==> config.mk <==
export PLATFORM = sky130hd
export DESIGN_NAME = serial_frame_arbiter
export DESIGN_NICKNAME = d
export VERILOG_FILES = /design/src/rtl/serial_frame_arbiter.sv
export SDC_FILE = /design/constraint.sdc
export NUM_CORES = 1
export LEC_CHECK = 0
export ABC_AREA = 1
export BUFFER_PORTS_ARGS = -buffer_cell sky130_fd_sc_hd__buf_4
export CORE_MARGIN = 2
export CORE_UTILIZATION = 42
export DETAILED_ROUTE_END_ITERATION = 12
export PLACE_DENSITY = 0.68
export SYNTH_ARGS = -nofsm -noshare
export SYNTH_HDL_FRONTEND = slang
export SYNTH_SLANG_ARGS = --single-unit
==> constraint.sdc <==
create_clock -name clk -period 2.15 [get_ports clk]
set_clock_uncertainty 0.05 [all_clocks]
set_input_delay 0.43 -clock clk [delete_from_list [all_inputs] [get_ports clk]]
set_output_delay 0.43 -clock clk [all_outputs]
set_load 0.01 [all_outputs]
==> src/rtl/serial_frame_arbiter.sv <==
// Round-robin arbiter for four requesters feeding one serial display line.
// Each grant shifts out {start, port[1:0], payload MSB-first, stop} then idles for a gap.
module serial_frame_arbiter #(
  parameter int DATA_W     = 4,
  parameter int GAP_CYCLES = 1
) (
  input  logic                  clk,
  input  logic                  rst,
  input  logic [3:0]            req,
  input  logic [4*DATA_W-1:0]   req_data,
  output logic [3:0]            gnt,
  output logic                  SerOut,
  output logic                  busy,
  output logic [1:0]            cur_pn,
  output logic [2:0]            state_dbg
);

  // Handshake: req[i] is a level held until gnt[i] pulses for one cycle;
  // that pulse marks the cycle after req_data[i] and the port index were latched.

  localparam int MAX_CNT = (DATA_W > GAP_CYCLES) ? DATA_W : GAP_CYCLES;
  localparam int CNT_W   = (MAX_CNT > 2) ? $clog2(MAX_CNT) : 1;
  localparam int SH_W    = DATA_W + 3;

  typedef enum logic [2:0] {
    IDLE  = 3'd0,
    START = 3'd1,
    PORT  = 3'd2,
    DATA  = 3'd3,
    STOP  = 3'd4,
    GAP   = 3'd5
  } state_t;

  state_t             state_q, state_nxt;
  logic [CNT_W-1:0]   cnt_q, cnt_nxt;
  logic [1:0]         ptr_q, ptr_nxt;
  logic [SH_W-1:0]    sh_q;
  logic [3:0]         gnt_nxt;
  logic               ser_nxt;
  logic               grant;
  logic               shifting;
  logic               found;
  logic [1:0]         win;
  logic [1:0]         cand;
  logic [DATA_W-1:0]  win_data;

  // Search upward from the pointer; first asserted request wins.
  always_comb begin
    found = 1'b0;
    win   = ptr_q;
    cand  = '0;
    for (int off = 0; off < 4; off++) begin
      cand = ptr_q + 2'(off);
      if (!found && req[cand]) begin
        found = 1'b1;
        win   = cand;
      end
    end
  end

  assign win_data = req_data[int'(win)*DATA_W +: DATA_W];

  always_comb begin
    state_nxt = state_q;
    grant     = 1'b0;
    case (state_q)
      IDLE: begin
        if (found) begin
          grant     = 1'b1;
          state_nxt = START;
        end
      end
      START: state_nxt = PORT;
      PORT:  if (int'(cnt_q) == 1) state_nxt = DATA;
      DATA:  if (int'(cnt_q) == DATA_W - 1) state_nxt = STOP;
      STOP:  state_nxt = (GAP_CYCLES == 0) ? IDLE : GAP;
      GAP:   if (int'(cnt_q) >= GAP_CYCLES - 1) state_nxt = IDLE;
      default: state_nxt = IDLE;
    endcase
  end

  assign shifting = (state_q == START) || (state_q == PORT) || (state_q == DATA);

  always_comb begin
    cnt_nxt = (state_nxt != state_q) ? '0 : cnt_q + 1'b1;
    ptr_nxt = grant ? (win + 2'd1) : ptr_q;
    gnt_nxt = grant ? (4'b0001 << win) : 4'b0000;
    ser_nxt = 1'b1;
    if (grant)
      ser_nxt = 1'b0;
    else if (shifting)
      ser_nxt = sh_q[SH_W-1];
  end

  // The start bit is driven directly at grant; the shifter holds the rest of the frame.
  always_ff @(posedge clk or negedge rst) begin
    if (!rst) begin
      state_q <= IDLE;
      cnt_q   <= '0;
      ptr_q   <= '0;
      cur_pn  <= '0;
      sh_q    <= '1;
      SerOut  <= 1'b1;
      gnt     <= '0;
    end else begin
      state_q <= state_nxt;
      cnt_q   <= cnt_nxt;
      ptr_q   <= ptr_nxt;
      gnt     <= gnt_nxt;
      SerOut  <= ser_nxt;
      if (grant) begin
        cur_pn <= win;
        sh_q   <= {win, win_data, 1'b1};
      end else if (shifting) begin
        sh_q   <= {sh_q[SH_W-2:0], 1'b1};
      end
    end
  end

  assign busy      = (state_q != IDLE);
  assign state_dbg = state_q;

endmodule

; ---- Word-level counts from Yosys, hierarchy flattened
; Cells that the tools add are included.
[totals]
output_inout_bits = 11
register_bits = 21
elab_cells = 63
[op_classes]
addsub = 5
n_mux = 27
eq_ne = 7
order_cmp = 4
reduce_logical = 11
n_shift = 2
[op_table]
columns = cell, count
row1 = 16-bit by 5-bit variable part select with 4-bit output, 1
row2 = 3-bit one-hot mux with 5 select lines, 1
row3 = 7-bit two-way mux, 2
row4 = "2-bit by 3-bit less-than comparator with 1-bit output, second input constant", 4
row5 = 1-bit two-way mux, 12
row6 = 3-bit two-way mux, 3
row7 = 1-bit binary-select mux with 2-bit select, 4
row8 = 2-bit two-way mux, 4
row9 = "2-bit by 1-bit adder with 2-bit output, second input constant", 3
row10 = "3-bit by 2-bit equality test with 1-bit output, second input constant", 2
row11 = "2-bit adder, second input constant", 2
row12 = 4-bit two-way mux, 1
row13 = "1-bit by 2-bit << shifter with 4-bit output, first input constant", 1
row14 = "3-bit by 1-bit equality test with 1-bit output, second input constant", 1
row15 = "3-bit equality test, second input constant", 1
row16 = 1-bit logical AND, 3
row17 = 1-bit logical NOT, 3
row18 = 3-bit logical NOT, 1
row19 = 3-bit != test, 1
row20 = 3-bit nonzero test, 1
row21 = "2-bit by 1-bit equality test with 1-bit output, second input constant", 1
row22 = "2-bit equality test, second input constant", 1
row23 = 1-bit logical OR, 2
row24 = 2-bit nonzero test, 1

; ---- Longest topological paths before layout
; Gate-level depths: netlist (run 1).
[logic_depth]
word_depth = 16
depth_mapped = 17

; ---- Worst setup path before layout (run 1)
; OpenSTA, ideal clock, no wires.
[synth_timing]
kind = register to register
start = reg ptr_q[1]
end = reg ptr_q[1]
synth_period_minus_slack_ns = 1.862
slack_ns = 0.288
path_stages_with_launch = 15
n_path_buf = 1
t_arrival_ns = 1.691
path_cell_list = dfrtp_1 -> buf_4 -> inv_4 -> nand2_1 -> nand2_1 -> nand2_1 -> nand2_1 -> nand3_1 -> nand3_1 -> nand2_1 -> nand2_1 -> nand2_1 -> ha_1 -> nand2_1 -> o21ai_1
[synth_rtl]
columns = item, line_no
row1 = start: declaration, 36  ; logic [1:0] ptr_q, ptr_nxt;
row2 = start signal: assignment, 108  ; ptr_q <= ptr_nxt;
row3 = "parallel branches: the longest is 11 deep, another holds 2-bit by 1-bit adder with 2-bit output", -
row4 = 2-bit two-way mux *, 54  ; if (!found && req[cand]) begin
row5 = named net win[1], 43  ; logic [1:0] win;
row6 = 2-bit by 1-bit adder with 2-bit output *, 86  ; ptr_nxt = grant ? (win + 2'd1) : ptr_q;
; Mark *: on every way through the listed nets, which the timed path passes. The select of a mux whose other input is x is not followed.
; A chain may end at the register's enable or synchronous reset.

; ---- Worst setup path after layout (run 1)
[layout_timing]
start = reg ptr_q[0]
end = reg ptr_q[1]
; Same word-level chain as after synthesis.

==> key figures, run 1 <==
Synthesis
  • #FFs+latches synth: 20
  • Synth area leaders: dfrtp_1 22%, nand2_1 18%, dfstp_2 12%
  • Most common cell in the netlist: nand2_1
  • Leading area contributor after synthesis: dfrtp_1
  • Number of synthesized flops with an enable pin: 0
  • Mux contribution to synthesized area: 0
  • Post-Syn Instances: 205
  • Count of cell types in the netlist: 30
  • Mapped Area: 1510 sq um
  • Ys flop type: dfrtp_1
  • Synth Area in Compound Gates: 0.0589
  • Seq/Total Area, Yosys: 0.338
  • Yosys warns: 0
  • Top post-synthesis cells by count: 72 x nand2_1, 23 x nand3_1, 21 x inv_1
  • Synthesized-area fraction occupied by and/or/nand/nor cells: 0.460
  • Post-synthesis area per instance: 7.35 sq um
  • Synth Area in Adders: 0.0498
  • Xor/xnor share of the synthesized area: 0
  • Async S/R FF share, synth: 1.00
  • Largest family of logic cells by synthesized area: simple AND/OR/NAND/NOR gates
  • Synth Net Count: 233
  • Post-synth top area share: 0.216

Worst hold path
  • Hold wc startpoint: req_data[7]
  • Hold Path Sink: sh_q[4]
  • HP Class: primary input to register
  • Hold Path Depth: 5

Pwr
  • Switching share of power: 0.504
  • Comb pwr share: 0.672
  • Clk pwr share: 0.105
  • Psw: 1.48 mW
  • P_leak: 1.02 nW
  • Int Power: 1.46 mW
  • Maximum vdd drop: 0.000652 V
  • Sequential power share: 0.223
  • Pwr Total: 2.95 mW
  • Power Dens Cells: 1560 nW/um^2

Setup path
  • Crit Path Max Fanout: 11
  • Crit path DAT: 2.18 ns
  • Setup crit end kind: register
  • Kind of critical path: register to register
  • Startpoint class of the critical path: register
  • Most frequent CP cell: nand2_1
  • Crit-path cells: buf_4 > nand2_1 > nand2_2 > nand2_1 > nand2_4 > nand4_4 > nand2_4 > nand2_8 > inv_4 > ha_1 > nand2_1 > o21ai_1
  • R2R depth: 12
  • Critical path's largest stage delay: 0.43 ns
  • Worst path required time: 2.31 ns
  • FF-to-FF Start: ptr_q[0]
  • RR Endpoint: ptr_q[1]
  • Flop2flop setup slack: 0.13 ns
  • Slowest cell on crit path: dfrtp_1

Routing
  • DRC errors left: 0
  • First-pass DRT Iterations: 5
  • Avg WL per Cell: 11.5 um
  • Via count: 1,401
  • Routed wire length: 3320 um
  • Remaining antenna violation count: 0
  • Vias per std cell: 4.83
  • Number of DRC markers in iteration 0: 58

Die
  • Initial Utilization: 0.445
  • Die W: 63.9 um
  • Die Area: 4090 sq um
  • Core Region: 3390 sq um
  • Ports: 33
  • Std cell rows: 21
  • Die Y: 63.9 um

Finish
  • Layout cell share with drive strength beyond 1: 0.348
  • Core Util, Final: 0.557
  • Nets@finish: 273
  • Fill cells: 328
  • P&R area growth vs syn: 25.3%
  • Non-Filler Instances: 290
  • Ant diodes: 0

Clock network
  • Clock transition at the registers of the reported paths: 0.12 ns
  • Clk_lat worst skew: 0.31 ns
  • Clock H-tree levels: 1
  • CTS sink cnt: 20
  • Total CTS buffers: 3
  • Root buffer cell: clkbuf_4
  • TritonCTS clock tree: built
  • Maximum clock path buffer count: 2

Placement
  • Place WS: 0.100 ns
  • # port buffers: 32
  • DP Wirelength: 2530 um
  • GPL Wtd Cong: 0.925
  • Placed Cells: 285

GRT
  • Gr ovfl total: 0
  • First-pass GRT wire length: 5540 um
  • Largest net degree at the start of global routing: 21
  • Vias in the first global route: 1,273
  • Initial antenna violation count: 0
  • Tot GR Track Use: 0.173

STA
  • Slew headroom: 0.782
  • Final setup viols: 0
  • Final WS setup: 0.127 ns
  • Fmax: 494 MHz
  • Final period utilization: 0.941
  • Final hold slack: 0.389 ns
  • Final Hold Vio Count: 0
  • Final min period: 2.02 ns
  • Worst-margin pin slew: 0.326 ns
  • Slew Viols, Final: 0

Status
  • Status: finished clean

Run
  • Max cap viols: 0
## metal layers
metal,GRT usage,vias to the layer above,share of wire
met5,0,-,0
met3,0.0387,0,0.055
met4,0.0489,0,0
met1,0.245,621,0.52
met2,0.266,50,0.43
li1,-,730,-
## cell type report
type | instances | area [sq um] | area share
Clock buffer | 3 | 22.5 | 0.0119
Clock inverter | 1 | 30.0 | 0.0159
Inverter | 27 | 109 | 0.0576
Multi-Input combinational cell | 154 | 865 | 0.458
Sequential cell | 20 | 510 | 0.270
Tap cell | 46 | 57.6 | 0.0305
Timing Repair Buffer | 39 | 295 | 0.156
## registers in the layout (all words and copies together), names as in the netlist
| register | cells |
|---|---|
| cnt_q | 2 |
| ptr_q | 2 |
| gnt | 4 |
| SerOut | 1 |
| state_dbg | 3 |
| sh_q | 6 |
| cur_pn | 2 |
## worst max path at each step
stage / startpoint / depth (start not counted) / slack (ns) / end
floorplan: ptr_q[1] / 14 / 0.29 / ptr_q[1]
global placement: ptr_q[1] / 13 / 0.12 / gnt[0]
detailed placement: ptr_q[1] / 12 / 0.10 / ptr_q[1]
CTS: ptr_q[1] / 12 / 0.08 / ptr_q[1]
global route: ptr_q[1] / 13 / -0.006 / ptr_q[1]
finish: ptr_q[0] / 12 / 0.13 / ptr_q[1]
## power by group through the flow
stage | Clock [mW] | Combinational (mW) | Sequential (mW)
5_1_grt | 0.343 | 2.23 | 0.674
2_1_floorplan | 0 | 1.51 | 0.649
4_1_cts | 0.317 | 1.95 | 0.649
6_report | 0.310 | 1.98 | 0.656
3_3_place_gp | 0 | 1.94 | 0.656
3_5_place_dp | 0 | 1.94 | 0.657
## placed cells by master, fill, tap and decap left out
cell           synthesis  final
buf_4                  1     38
nand4_1                1      1
a31oi_1                1      1
nand2_4                5      5
o21a_1                 1      1
nor2_1                13     13
nand4_4                2      2
nor3_1                 2      2
nand3_2                1      1
o22ai_1                2      2
a221oi_1               1      1
bufinv_16              0      1
inv_4                  2      3
o221ai_1               1      1
o21ai_4                1      1
nand2_2               11     14
dlygate4sd3_1          0      1
dfrtp_2                0      1
nand2_1               72     69
nor2_8                 1      1
o311ai_1               1      1
clkbuf_4               0      3
dfrtp_1               13     12
ha_1                   6      6
o21ai_0                2      2
nor2_2                 4      4
nand3_1               23     23
o21ai_1                2      2
inv_1                 21     21
inv_2                  4      3
dfstp_2                7      7
nand2_8                1      1
## through the flow
| step | instance area (sq um) | setup TNS [ns] |
|---|---|---|
| after detailed placement | 1820 | 0 |
| after global placement | 1820 | 0 |
| after global routing | 1890 | -0.00601 |
| final | 1890 | 0 |
| after CTS | 1880 | 0 |
| after floorplan | 1510 | 0 |
## what timing repair did
action                                  in CTS  in global routing
endpoints found under the hold margin       13                  0
buffers inserted                             0                  0
hold buffers                                 1                  0
endpoints found under the setup margin       0                  9
gates resized for setup                      0                  5
## kinds of logic after synthesis
| logic type | count (synthesis) |
|---|---|
| flip-flops | 20 |
| adder cells (fa/ha/maj) | 6 |
| AO/OA/AOI/OAI | 12 |
| buffers and inverters | 31 |
| AND/OR/NAND/NOR | 136 |
## worst max-delay path: cells and delay by family (launching register included)
kind	cells	cell delay, ns
simple gates	8	0.89
buf+inv	2	0.27
flops	1	0.43
fa+ha+maj	1	0.22
compound gates	1	0.06
No activity file was read; power rests on OpenSTA's default activity.
==> run 2, diff against run 1 <==
--- a/config.mk
+++ b/config.mk
@@ -7,6 +7,7 @@
 export LEC_CHECK = 0
 export ABC_AREA = 1
 export BUFFER_PORTS_ARGS = -buffer_cell sky130_fd_sc_hd__buf_4
+export CORE_ASPECT_RATIO = 0.75
 export CORE_MARGIN = 2
 export CORE_UTILIZATION = 42
 export DETAILED_ROUTE_END_ITERATION = 12
@@ -14,3 +15,4 @@
 export SYNTH_ARGS = -nofsm -noshare
 export SYNTH_HDL_FRONTEND = slang
 export SYNTH_SLANG_ARGS = --single-unit
+export TNS_END_PERCENT = 100
==> run 2 against run 1 <==
  * Critical endpoint unchanged
  * Non-clock buffer count is the same
  * Global-route usage is essentially flat
  * Worst setup slack gained 0.048 ns
  * Largest power group unchanged
==> key figures, run 2 (synthesis results as in run 1) <==
Setup path
  • Crit Path Max Fanout: 11 (unchanged)
  • Crit path DAT: 2.08 ns (-0.10 ns)
  • Flop2flop setup slack: 0.17 ns (+0.05 ns)
  • Crit-path cells: buf_4 > nand2_1 > nand3_1 > nand2_2 > nand3_2 > nand2_1 > nand2_4 > nand2_8 > inv_4 > ha_1 > nand2_1 > o21ai_1
  • Most frequent CP cell: nand2_1
  • Worst path required time: 2.25 ns (-0.06 ns)
  • Startpoint class of the critical path: register
  • Critical path's largest stage delay: 0.45 ns (+0.02 ns)
  • RR Endpoint: ptr_q[1]
  • Setup crit end kind: register
  • R2R depth: 12 (unchanged)
  • Kind of critical path: register to register
  • Crit. Startpoint: ptr_q[0]
  • FF-to-FF Start: ptr_q[0]
  • Slowest cell on crit path: dfrtp_2

Pwr
  • Int Power: 1.45 mW (-1.0%)
  • Maximum vdd drop: 0.000565 V (-13%)
  • Clk pwr share: 0.097 (-0.008)
  • Comb pwr share: 0.677 (+0.005)
  • Psw: 1.48 mW (-0.24%)
  • Power Dens Cells: 1550 nW/um^2 (-0.70%)
  • Switching share of power: 0.506 (+0.00201)
  • Sequential power share: 0.226 (+0.003)
  • Pwr Total: 2.93 mW (-0.63%)
  • P_leak: 1.02 nW (about the same)

Routing
  • DRC errors left: 0 (unchanged)
  • Vias per std cell: 4.90 (+1.5%)
  • First-pass DRT Iterations: 4 (-1)
  • Routed wire length: 3210 um (-3.6%)
  • Avg WL per Cell: 11.3 um (-1.5%)
  • Remaining antenna violation count: 0 (unchanged)
  • Number of DRC markers in iteration 0: 67 (+16%)
  • Via count: 1,392 (-0.64%)

Die
  • Die Y: 55.9 um (-13%)
  • Core Region: 3360 sq um (-1.0%)
  • Die W: 73.2 um (+15%)
  • Initial Utilization: 0.449 (+0.00448)
  • Die Area: 4090 sq um (+0.12%)
  • Ports: 33 (unchanged)
  • Std cell rows: 18 (-14%)

Placement
  • DP Wirelength: 2600 um (+2.8%)
  • GPL Wtd Cong: 0.916 (-0.98%)
  • # port buffers: 32 (unchanged)
  • Placed cell area: 1800 sq um (-0.83%)
  • Placed Cells: 278 (-2.5%)

Clock network
  • Clock H-tree levels: 1 (unchanged)
  • CTS sink cnt: 20 (unchanged)
  • TritonCTS clock tree: built
  • Clk_lat worst skew: 0.26 ns (-0.05 ns)
  • Root buffer cell: clkbuf_8
  • Total CTS buffers: 3 (unchanged)
  • Maximum clock path buffer count: 2 (unchanged)
  • Clock transition at the registers of the reported paths: 0.08 ns (-0.04 ns)

STA
  • Worst-margin pin slew: 0.308 ns (-0.0181 ns)
  • Final period utilization: 0.919 (-0.0221)
  • Setup total negative slack: 0 ns (unchanged)
  • Slew Viols, Final: 0 (unchanged)
  • Final hold slack: 0.420 ns (+0.0305 ns)
  • Fmax: 506 MHz (+2.4%)
  • Unrepaired setup endpoints after global routing: no
  • Final setup viols: 0 (unchanged)
  • Final Hold Vio Count: 0 (unchanged)
  • Slew headroom: 0.794 (+0.0123)
  • Final min period: 1.98 ns (-0.0476 ns)

Finish
  • Reg with most FFs: sh_q
  • Most frequent cells in the layout: 70 x nand2_1, 38 x buf_4, 22 x nand3_1
  • Layout cell share with drive strength beyond 1: 0.352 (+0.00410)
  • Largest register FFs: 6 (unchanged)
  • P&R area growth vs syn: 25.4% (about the same)
  • Nets@finish: 273 (unchanged)
  • Commonest non-fill, non-tap cell in the layout: nand2_1
  • Ant diodes: 0 (unchanged)
  • Design Area, Final: 1890 sq um (about the same)
  • Non-Filler Instances: 284 (-2.1%)

GRT
  • Tot GR Track Use: 0.173 (about the same)
  • First-pass GRT wire length: 5620 um (+1.5%)
  • Vias in the first global route: 1,240 (-2.6%)
  • Largest net degree at the start of global routing: 21 (unchanged)
  • Initial antenna violation count: 0 (unchanged)
  • Gr ovfl total: 0 (unchanged)

Run
  • Max cap viols: 0 (unchanged)

Worst hold path
  • HP Class: register to register
  • Hold wc startpoint: cnt_q[0]
  • Hold Path Depth: 1 (-4)
  • Hold Path Sink: cnt_q[0]

Status
  • Status: finished clean
[run 2: cell count changes in the layout (fill, tap and decap cells not counted), sizes merged]
| cell | delta |
|---|---|
| bufinv | -1 |
| inv | -1 |
| clkbuf | +1 |
| clkinv | +1 |
[run 2: area by class of cell]
class | instances | area [sq um]
sequential | 20 | 512
inverter | 27 | 111
timing repair buffer | 39 | 295
multi-input combinational | 154 | 867
tap | 40 | 50.0
clock buffer | 4 | 55.1
fill | 307 | 1470
[run 2: critical path, delay by kind of cell (launching register included)]
family          cells  cell delay, ns
flops               1            0.45
compound gates      1            0.05
simple gates        8            0.79
buf+inv             2            0.24
fa+ha+maj           1            0.27
[run 2: what timing repair did]
| item | 4_1_cts | 5_1_grt |
|---|---|---|
| setup buffers | 0 | 1 |
| endpoints found under the hold margin | 3 | 0 |
| resized for setup | 0 | 7 |
| setup endpoints to repair | 0 | 12 |
| hold buffers | 1 | 0 |
[run 2: power groups by stage]
stage               logic [mW]  clock network, mW  registers, mW
floorplan                 1.51                  0          0.649
finish                    1.98              0.285          0.661
detailed placement        1.94                  0          0.659
global route              2.26              0.306          0.681
global placement          1.94                  0          0.657
CTS                       1.95              0.297          0.652
[run 2: metal layers]
metal  track usage  wire [um]  vias to the layer above
met5             0          0                        -
met1         0.276       1720                      622
met4        0.0397         21                        0
li1              -          -                      729
met2         0.237       1310                       39
met3        0.0326        150                        2
[run 2: per-stage QoR]
step	utilization	setup slack, ns
floorplan	-	0.288
global placement	0.537	0.130
detailed placement	0.537	0.0858
CTS	0.556	0.0726
global route	0.563	0.0251
finish	0.563	0.175
[run 2: worst max path at each step]
stage | end | slack, ns | depth (start not counted)
2_1_floorplan | ptr_q[1] | 0.29 | 14
3_3_place_gp | gnt[1] | 0.13 | 13
3_5_place_dp | ptr_q[1] | 0.09 | 12
4_1_cts | ptr_q[1] | 0.07 | 12
5_1_grt | ptr_q[1] | 0.03 | 14
6_report | ptr_q[1] | 0.17 | 12
